## src/rtl/dmem_arbiter.sv

```systemverilog
// -----------------------------------------------------------------------------
// dmem_arbiter
//
// Two-requester arbiter and access sequencer in front of the single-port data
// syncram. Requester 0 is the processor load/store port, requester 1 is the
// instruction-fetch or debug/loader port. One access is in flight at a time.
// Contention is resolved round-robin against the last granted requester.
//
// Every output is driven from a flop. Nothing combinational runs from req* to
// gnt* or mem_*.
//
// Access timing, counted from the clock edge that samples req:
//   write : cycle 1 = gnt + write strobe. The next request can be sampled at
//           the end of cycle 2.
//   read  : cycle 1 = gnt. mem_oe is held for MEM_LAT+1 cycles. rdata and
//           rvalid appear in cycle MEM_LAT+2.
//
// Optional feature (macro DMEM_ARB_LOCK_EN):
//   Adds the inputs lock0 and lock1, which are sampled with the winning req.
//   A locked owner keeps exclusive access until it is granted an access with
//   lock=0. While the lock is held, last_owner does not change.
//
// Parameters:
//   MEM_LAT : syncram read latency, 1..7 cycles
//   AW      : address width
//   DW      : data width
//
// Ports:
//   clk, rst_n                  clock (rising edge), async active-low reset
//   req0/we0/addr0/wdata0       requester 0 command, held until gnt0
//   gnt0, rvalid0               requester 0 accept / read-data-valid pulses
//   req1/we1/addr1/wdata1       requester 1 command, held until gnt1
//   gnt1, rvalid1               requester 1 accept / read-data-valid pulses
//   lock0, lock1                bus lock requests (DMEM_ARB_LOCK_EN only)
//   rdata                       shared read data, held until the next read ends
//   mem_cs/oe/we/addr/din       syncram control, address and write data
//   mem_dout                    syncram read data
// -----------------------------------------------------------------------------
module dmem_arbiter #(
    parameter int MEM_LAT = 1,
    parameter int AW      = 32,
    parameter int DW      = 32
) (
    input  logic          clk,
    input  logic          rst_n,
    input  logic          req0,
    input  logic          we0,
    input  logic [AW-1:0] addr0,
    input  logic [DW-1:0] wdata0,
    output logic          gnt0,
    output logic          rvalid0,
    input  logic          req1,
    input  logic          we1,
    input  logic [AW-1:0] addr1,
    input  logic [DW-1:0] wdata1,
    output logic          gnt1,
    output logic          rvalid1,
`ifdef DMEM_ARB_LOCK_EN
    input  logic          lock0,
    input  logic          lock1,
`endif
    output logic [DW-1:0] rdata,
    output logic          mem_cs,
    output logic          mem_oe,
    output logic          mem_we,
    output logic [AW-1:0] mem_addr,
    output logic [DW-1:0] mem_din,
    input  logic [DW-1:0] mem_dout
);

    typedef enum logic [1:0] {
        IDLE   = 2'd0,
        ACCESS = 2'd1,
        RDWAIT = 2'd2
    } state_t;

    localparam logic [2:0] LAT_INIT = 3'(MEM_LAT);

    state_t        state, state_nxt;
    logic [2:0]    lat_cnt, lat_cnt_nxt;
    logic          owner, owner_nxt;
    logic          last_owner, last_owner_nxt;
    logic          cmd_we, cmd_we_nxt;
    logic [AW-1:0] cmd_addr_nxt;
    logic [DW-1:0] cmd_wdata_nxt;
    logic [DW-1:0] rdata_nxt;

    logic          cand0, cand1;
    logic          grant;
    logic          win;
    logic          rd_done;

    logic          gnt0_nxt, gnt1_nxt;
    logic          rvalid0_nxt, rvalid1_nxt;
    logic          mem_cs_nxt, mem_oe_nxt, mem_we_nxt;

`ifdef DMEM_ARB_LOCK_EN
    logic          locked, locked_nxt;
`endif

    // Arbitration. A requester is a candidate only while the FSM is idle.
    // When both requesters want the bus, the one that did not own the last
    // access wins. A held lock masks out the requester that does not own it.
    always_comb begin
        cand0 = req0;
        cand1 = req1;
`ifdef DMEM_ARB_LOCK_EN
        if (locked) begin
            if (owner) begin
                cand0 = 1'b0;
            end else begin
                cand1 = 1'b0;
            end
        end
`endif
        grant = (state == IDLE) && (cand0 || cand1);
        win   = cand1 && (!cand0 || !last_owner);
    end

    // The last RDWAIT cycle: the syncram output is captured at its closing edge.
    assign rd_done = (state == RDWAIT) && (lat_cnt == 3'd1);

    // State register. The command registers drive mem_addr/mem_din directly,
    // so the address and write data stay stable for the whole access.
    always_ff @(posedge clk or negedge rst_n) begin
        if (!rst_n) begin
            state      <= IDLE;
            lat_cnt    <= 3'd0;
            owner      <= 1'b0;
            last_owner <= 1'b1;
            cmd_we     <= 1'b0;
            mem_addr   <= '0;
            mem_din    <= '0;
            rdata      <= '0;
            gnt0       <= 1'b0;
            gnt1       <= 1'b0;
            rvalid0    <= 1'b0;
            rvalid1    <= 1'b0;
            mem_cs     <= 1'b0;
            mem_oe     <= 1'b0;
            mem_we     <= 1'b0;
`ifdef DMEM_ARB_LOCK_EN
            locked     <= 1'b0;
`endif
        end else begin
            state      <= state_nxt;
            lat_cnt    <= lat_cnt_nxt;
            owner      <= owner_nxt;
            last_owner <= last_owner_nxt;
            cmd_we     <= cmd_we_nxt;
            mem_addr   <= cmd_addr_nxt;
            mem_din    <= cmd_wdata_nxt;
            rdata      <= rdata_nxt;
            gnt0       <= gnt0_nxt;
            gnt1       <= gnt1_nxt;
            rvalid0    <= rvalid0_nxt;
            rvalid1    <= rvalid1_nxt;
            mem_cs     <= mem_cs_nxt;
            mem_oe     <= mem_oe_nxt;
            mem_we     <= mem_we_nxt;
`ifdef DMEM_ARB_LOCK_EN
            locked     <= locked_nxt;
`endif
        end
    end

    // Next-state and command/datapath update.
    always_comb begin
        state_nxt      = state;
        lat_cnt_nxt    = lat_cnt;
        owner_nxt      = owner;
        last_owner_nxt = last_owner;
        cmd_we_nxt     = cmd_we;
        cmd_addr_nxt   = mem_addr;
        cmd_wdata_nxt  = mem_din;
        rdata_nxt      = rdata;
`ifdef DMEM_ARB_LOCK_EN
        locked_nxt     = locked;
`endif
        case (state)
            IDLE: begin
                if (grant) begin
                    state_nxt     = ACCESS;
                    owner_nxt     = win;
                    cmd_we_nxt    = win ? we1 : we0;
                    cmd_addr_nxt  = win ? addr1 : addr0;
                    cmd_wdata_nxt = win ? wdata1 : wdata0;
`ifdef DMEM_ARB_LOCK_EN
                    // The grant that takes a lock still moves last_owner.
                    // Grants made under an existing lock leave it alone.
                    if (!locked) begin
                        last_owner_nxt = win;
                    end
                    locked_nxt = win ? lock1 : lock0;
`else
                    last_owner_nxt = win;
`endif
                end
            end
            ACCESS: begin
                if (cmd_we) begin
                    state_nxt = IDLE;
                end else begin
                    state_nxt   = RDWAIT;
                    lat_cnt_nxt = LAT_INIT;
                end
            end
            RDWAIT: begin
                if (lat_cnt == 3'd1) begin
                    state_nxt = IDLE;
                    rdata_nxt = mem_dout;
                end else begin
                    lat_cnt_nxt = lat_cnt - 3'd1;
                end
            end
            default: begin
                state_nxt = IDLE;
            end
        endcase
    end

    // Output decode. Pin values are derived from the state being entered, so
    // the registered outputs line up with that state.
    always_comb begin
        gnt0_nxt    = grant && !win;
        gnt1_nxt    = grant && win;
        rvalid0_nxt = rd_done && !owner;
        rvalid1_nxt = rd_done && owner;
        mem_cs_nxt  = (state_nxt != IDLE);
        mem_we_nxt  = (state_nxt == ACCESS) && cmd_we_nxt;
        mem_oe_nxt  = ((state_nxt == ACCESS) && !cmd_we_nxt) ||
                      (state_nxt == RDWAIT);
    end

endmodule

```

## config.mk

```make
export PLATFORM = sky130hd
export DESIGN_NAME = dmem_arbiter
export DESIGN_NICKNAME = d
export VERILOG_FILES = /design/src/rtl/dmem_arbiter.sv
export SDC_FILE = /design/constraint.sdc
export NUM_CORES = 1
export LEC_CHECK = 0
export ABC_AREA = 1
export BUFFER_PORTS_ARGS = -buffer_cell sky130_fd_sc_hd__clkbuf_2
export CAP_MARGIN = 20
export CORE_ASPECT_RATIO = 1.5
export CORE_UTILIZATION = 41
export CTS_CLUSTER_DIAMETER = 150
export CTS_CLUSTER_SIZE = 12
export DETAILED_ROUTE_END_ITERATION = 8
export PLACE_DENSITY = 0.76
export SLEW_MARGIN = 10
export SYNTH_ARGS = -nofsm -noshare
export SYNTH_HDL_FRONTEND = slang
export SYNTH_SLANG_ARGS = --single-unit
```

## constraint.sdc

```tcl
create_clock -name clk -period 1.2 [get_ports clk]
set_input_delay 0.06 -clock clk [delete_from_list [all_inputs] [get_ports clk]]
set_output_delay 0.06 -clock clk [all_outputs]
set_load 0.01 [all_outputs]
```

==> flow_summary.ini, run 1 <==
[status]
status = finished with violations
violations = setup timing

[synth]
ys_warn_count = 0
synthTopCellsByArea = dfrtp_1 (54%), nand2_1 (34%), nand3_1 (3.8%)
synthDistinctLibCells = 15
ys_seq_elements = 111
netlist_area_sq_mm = 0.005057
syn-num-nets = 846
avgSynthCellArea_sq_um = 7.459
yosys.area.top_type = dfrtp_1
synth_top_cell_area_share_pct = 54.43
syn_inst = 678
yosysSeqAreaShare_pct = 54.95

[sta]
fin_crit_sh_pct = 115.8
worst_pin_slew_ns = 0.3451
setup_violations = 103
final.setup.tns_ns = -5.892
rsz0062_at_grt = yes
hold_slack_ns = 0.005383
slew_violations = 0
slew_headroom_pct = 76.99
fmax_mhz = 719.6
min_period_ns = 1.390
setup_ws_ns = -0.1896
clock_skew_ns = 0.01182
hold_violations = 0

[pwr]
power.internal_uw = 11680
combPwrFrac_pct = 50.7
pwr-share-seq_pct = 33.2
p_sw_uw = 8612
vdd_ir_drop_max_v = 0.001138
clock_power_share_pct = 16.1
power_density_mw_per_mm2 = 2427
swShare_pct = 42.43
p_leak_uw = 0.004836

[clocking]
clk_pin_slew_ns = 0.08
root_buffer = clkbuf_16
cts_sinks = 111
clk_latency_ns = 0.34
numCtsBuffers = 9
cts_buffer_depth = 2
cts_tree = done
htreeDepth = 3

[route]
drc = 0
drt_iter0_drc = 212
wirelength_um = 18920
detail-route-antenna-nets = 0
vias = 5755
wire_per_inst_um = 16.16
drt-vias-per-instance = 4.915
firstDrtPassIters = 4

[placed_design]
portBuffers = 268
dp_hpwl_um = 10550
gp_congestion = 0.8558

[cells_and_area]
n_antenna_cell = 0
drive_above_1_share_pct = 41.06
areaGrowthSynthToFinish_pct = 65.34
fin_nets = 1181

[floorplanning]
die_width_um = 92.68
dieArea_sq_mm = 0.01279
core_sq_mm = 0.01202
initial_core_util_pct = 42.09
ioPinCount = 269
die_h_um = 138.0
rows = 49

[hold_path]
min_path_type = primary input to flip-flop

[grt]
grt_max_degree = 47
grt_pass1_wl_um = 25750
grt-ovfl-total = 0
grt_pass1_vias = 5593
grt_usage_pct = 25.32
antenna_found_initial = 0

[critical_path]
cp_max_fo = 8
arrival_ns = 1.59
required_ns = 1.40
setup.worst_path.end_class = flip-flop
critical_path_class = flip-flop to flip-flop
cp-start-kind = flip-flop

[run]
maxCapViolations = 0
## flip-flops by register name (all words and copies together), names as in the netlist
| signal | cells |
|---|---|
| cmd_we | 1 |
| gnt0 | 1 |
| gnt1 | 1 |
| last_owner | 1 |
| lat_cnt | 3 |
| mem_addr | 32 |
| mem_cs | 1 |
| mem_din | 32 |
| mem_oe | 1 |
| mem_we | 1 |
| owner | 1 |
| rdata | 32 |
| rvalid0 | 1 |
| rvalid1 | 1 |
| state | 2 |
## power groups by stage
stage               logic, uW  registers (uW)  clock network [uW]
floorplan                3440            7170                   0
global placement         7500            6430                   0
detailed placement       7670            6440                   0
CTS                      8420            6430                3320
global route            11100            6910                3470
finish                  10300            6730                3260
## metrics by stage
| step | cell area (sq um) | worst slack [ns] | utilization, % | std cells | power [uW] |
|---|---|---|---|---|---|
| floorplan | 5065 | 0.002289 | - | 678 | 10620 |
| global placement | 6723 | -0.06082 | 55.95 | 1085 | 13930 |
| detailed placement | 6723 | -0.08367 | 55.95 | 1085 | 14110 |
| CTS | 7831 | -0.08082 | 65.17 | 1165 | 18170 |
| global route | 8362 | -0.2378 | 69.59 | 1171 | 21470 |
| finish | 8362 | -0.1896 | 69.59 | 1171 | 20300 |
## path summary, 6_finish.rpt
path                                         start                 endpoint  slack, ns  cells past startpoint
worst min register to register   owner$_DFFE_PN0P_        rvalid0$_DFF_PN0_       0.47                      1
worst max register to register  state[1]$_DFF_PN0_    rdata[20]$_DFFE_PN0P_      -0.19                      6
worst max-delay path            state[1]$_DFF_PN0_    rdata[20]$_DFFE_PN0P_      -0.19                      6
min in group asynchronous                    rst_n  mem_din[14]$_DFFE_PN0P_       0.16                      2
worst min-delay path                     wdata0[0]   mem_din[0]$_DFFE_PN0P_      0.005                      5
max in group asynchronous                    rst_n  mem_addr[4]$_DFFE_PN0P_       0.50                      3
## metal layers
metal | vias up | GRT usage [%] | wire length (um)
met5 | - | 0 | 0
met4 | 0 | 11.42 | 1180
met3 | 91 | 4.510 | 1129
met2 | 277 | 47.13 | 9954
met1 | 2668 | 27.28 | 6655
li1 | 2719 | - | -
## synth_stat cells (all sizes together)
cell and number:
xor2 1, dfstp 1, clkbuf 8, o21ai 3, buf 29, inv 13
a21oi 1, nand3 38, nor2 8, ha 2, dfrtp 110, nand2 464
## critical path, stage by stage, from the launching register on
cell and delay [ns]:
dfrtp_1 0.41, inv_2 0.07, nor2_4 0.26, nand2_8 0.13, buf_16 0.19, nand2_2 0.06, nand2_1 0.12
## final cells by class
cell class / count / area (sq um)
fill: 905 / 3655
sequential: 111 / 2779
timing repair buffer: 361 / 2506
multi-input combinational: 517 / 2499
clock buffer: 9 / 225.2
tap: 153 / 191.4
clock inverter: 7 / 102.6
inverter: 13 / 58.81
## layout by cell type (no fill, tap or decap)
cell type / n
a21oi_4: 1
buf_12: 13
buf_16: 2
buf_4: 11
buf_6: 5
buf_8: 2
bufinv_16: 2
clkbuf_16: 14
clkbuf_2: 267
clkinv_2: 1
clkinv_4: 2
dfrtp_1: 110
dfstp_2: 1
dlygate4sd3_1: 56
ha_1: 1
ha_4: 1
inv_1: 8
inv_2: 3
inv_6: 3
inv_8: 1
nand2_1: 407
nand2_2: 37
nand2_4: 17
nand2_8: 3
nand3_1: 10
nand3_2: 24
nand3_4: 4
nor2_1: 4
nor2_2: 2
nor2_4: 2
o21ai_0: 2
o21ai_1: 1
xor2_1: 1
## kinds of logic after synthesis
logic type      Yosys count  synth area share (%)
buf+inv                  50                 5.072
simple gates            510                 38.84
compound gates            4                0.4700
xor+xnor                  1                0.1732
fa+ha+maj                 2                0.4947
flops                   111                 54.95
## timing repair
action	CTS	global route
setup endpoints to repair	102	105
resized for setup	28	113
buffers inserted	4	3
pin swaps	12	32
hold buffers	56	0
endpoints found under the hold margin	162	0
gates cloned	4	5
No activity file was read; power rests on OpenSTA's default activity.
==> run 2: changes to the inputs <==
Settings changed: CAP_MARGIN 20 to 0, HOLD_SLACK_MARGIN set to 0.12, MAX_ROUTING_LAYER set to met4.
==> flow_summary.ini, run 2 (same netlist as run 1, synthesis figures left out) <==
[critical_path]
rr_worst_depth = 5
cp_max_fo = 19
regToRegSetupSlack_ns = -0.31
required_ns = 1.48
cp-start-kind = flip-flop
r2r-end = rdata[9]$_DFFE_PN0P_
arrival_ns = 1.78
r2r_start = state[1]$_DFF_PN0_
setup.worst_path.end_class = flip-flop
critical_path_class = flip-flop to flip-flop

[cells_and_area]
n_fill_cell = 671
final_area_sq_mm = 0.009762
reg_top3 = mem_addr (32), mem_din (32), rdata (32)
fin_nets = 1300
drive_above_1_share_pct = 40.28
final_cell_mix = nand2_1 (375), clkbuf_2 (267), dlygate4sd3_1 (163)
areaGrowthSynthToFinish_pct = 93.02
final_common_cell = nand2_1

[clocking]
htreeDepth = 3
clk_pin_slew_ns = 0.08
root_buffer = clkbuf_16
cts_tree = done
cts_buffer_depth = 2
cts_sinks = 111
clk_latency_ns = 0.35
numCtsBuffers = 9

[route]
wirelength_um = 24780
drt_iter0_drc = 453
firstDrtPassIters = 5
drc = 0
drt-vias-per-instance = 5.288
wire_per_inst_um = 19.19
vias = 6827
detail-route-antenna-nets = 0

[placed_design]
portBuffers = 268
dpl_worst_slack_ns = -0.08367
postPlaceCellArea_sq_mm = 0.006723
dp_hpwl_um = 10550
gp_congestion = 0.8694

[grt]
grt_usage_pct = 32.13
antenna_found_initial = 1
grt_pass1_vias = 6680
grt_max_degree = 47
grt_pass1_wl_um = 31130
grt-ovfl-total = 0

[pwr]
vdd_ir_drop_max_v = 0.001293
power_density_mw_per_mm2 = 2215
p_leak_uw = 0.005417

[floorplanning]
die_width_um = 92.68
initial_core_util_pct = 42.09
dieArea_sq_mm = 0.01279
ioPinCount = 269
die_h_um = 138.0
core_sq_mm = 0.01202
rows = 49

[sta]
setup_violations = 108
worst_pin_slew_ns = 0.3623
rsz0062_at_grt = yes
clock_skew_ns = 0.01284
fin_crit_sh_pct = 125.4
setup_ws_ns = -0.3051
slew_headroom_pct = 75.85
fmax_mhz = 664.4
min_period_ns = 1.505
slew_violations = 0
hold_violations = 0

[status]
violations = setup timing
status = finished with violations

[run]
maxCapViolations = 0

[hold_path]
min_path_type = primary input to async pin
==> run 2: cell count changes in the layout (fill, tap and decap cells not counted), sizes merged <==
cell and delta:
buf +9, clkbuf +3, diode +1, dlygate4sd3 +107
==> run 2: power by group <==
| part | leakage (uW) | total (uW) | switching (uW) | internal [uW] |
|---|---|---|---|---|
| Combinational | 0.00388 | 11400 | 6510 | 4860 |
| Sequential | 0.00138 | 6910 | 1410 | 5500 |
| Clock | 0.000162 | 3340 | 1480 | 1860 |
==> run 2: through the flow <==
step	cells	total power (uW)	TNS [ns]	utilization (%)	hold WS (ns)
6_report	1291	21620	-13.83	81.24	0.1643
5_1_grt	1291	22670	-18.39	81.24	0.2047
4_1_cts	1272	18450	-2.920	74.08	0.1481
3_5_place_dp	1085	14110	-3.709	55.95	-0.009443
2_1_floorplan	678	10620	0	-	-0.2356
3_3_place_gp	1085	13930	-1.947	55.95	-0.009194
==> run 2: how the worst max path moves through the flow <==
stage | start | end | slack (ns) | cells after the start
6_report | state[1]$_DFF_PN0_ | rdata[9]$_DFFE_PN0P_ | -0.31 | 5
5_1_grt | state[1]$_DFF_PN0_ | rdata[9]$_DFFE_PN0P_ | -0.32 | 5
4_1_cts | last_owner$_DFFE_PN1P_ | mem_din[11]$_DFFE_PN0P_ | -0.08 | 7
3_5_place_dp | last_owner$_DFFE_PN1P_ | mem_din[11]$_DFFE_PN0P_ | -0.08 | 7
3_3_place_gp | state[0]$_DFF_PN0_ | mem_din[4]$_DFFE_PN0P_ | -0.06 | 6
2_1_floorplan | last_owner$_DFFE_PN1P_ | mem_addr[25]$_DFFE_PN0P_ | 0.002 | 8
==> run 2: repair_timing <==
action	in CTS	in global routing
setup buffers	4	7
resized for setup	28	158
setup endpoints to repair	102	105
pin swaps	12	29
hold buffers	163	0
hold endpoints to repair	210	0
gates cloned	4	11
==> run 2: area by class of cell <==
class / count / area (sq um) / area share (%)
clock buffers: 9 / 225.2 / 2.307
multi-input cells: 517 / 2620 / 26.84
clock inverters: 7 / 102.6 / 1.051
flip-flops and latches: 111 / 2780 / 28.48
diodes: 1 / 2.502 / 0.02563
well taps: 153 / 191.4 / 1.961
inverters: 13 / 58.81 / 0.6024
repair buffers: 480 / 3781 / 38.73
==> run 2: routing by layer <==
layer,track usage [%],wire [um]
met2,54.42,12810
met1,33.19,8071
met4,21.94,1967
met3,5.996,1930
met5,-,0
==> run 2: critical path: stages (launching register included) <==
cell,delay (ns)
dfrtp_1,0.42
inv_2,0.08
nor2_4,0.29
buf_8,0.28
nand3_1,0.23
nand2_2,0.13
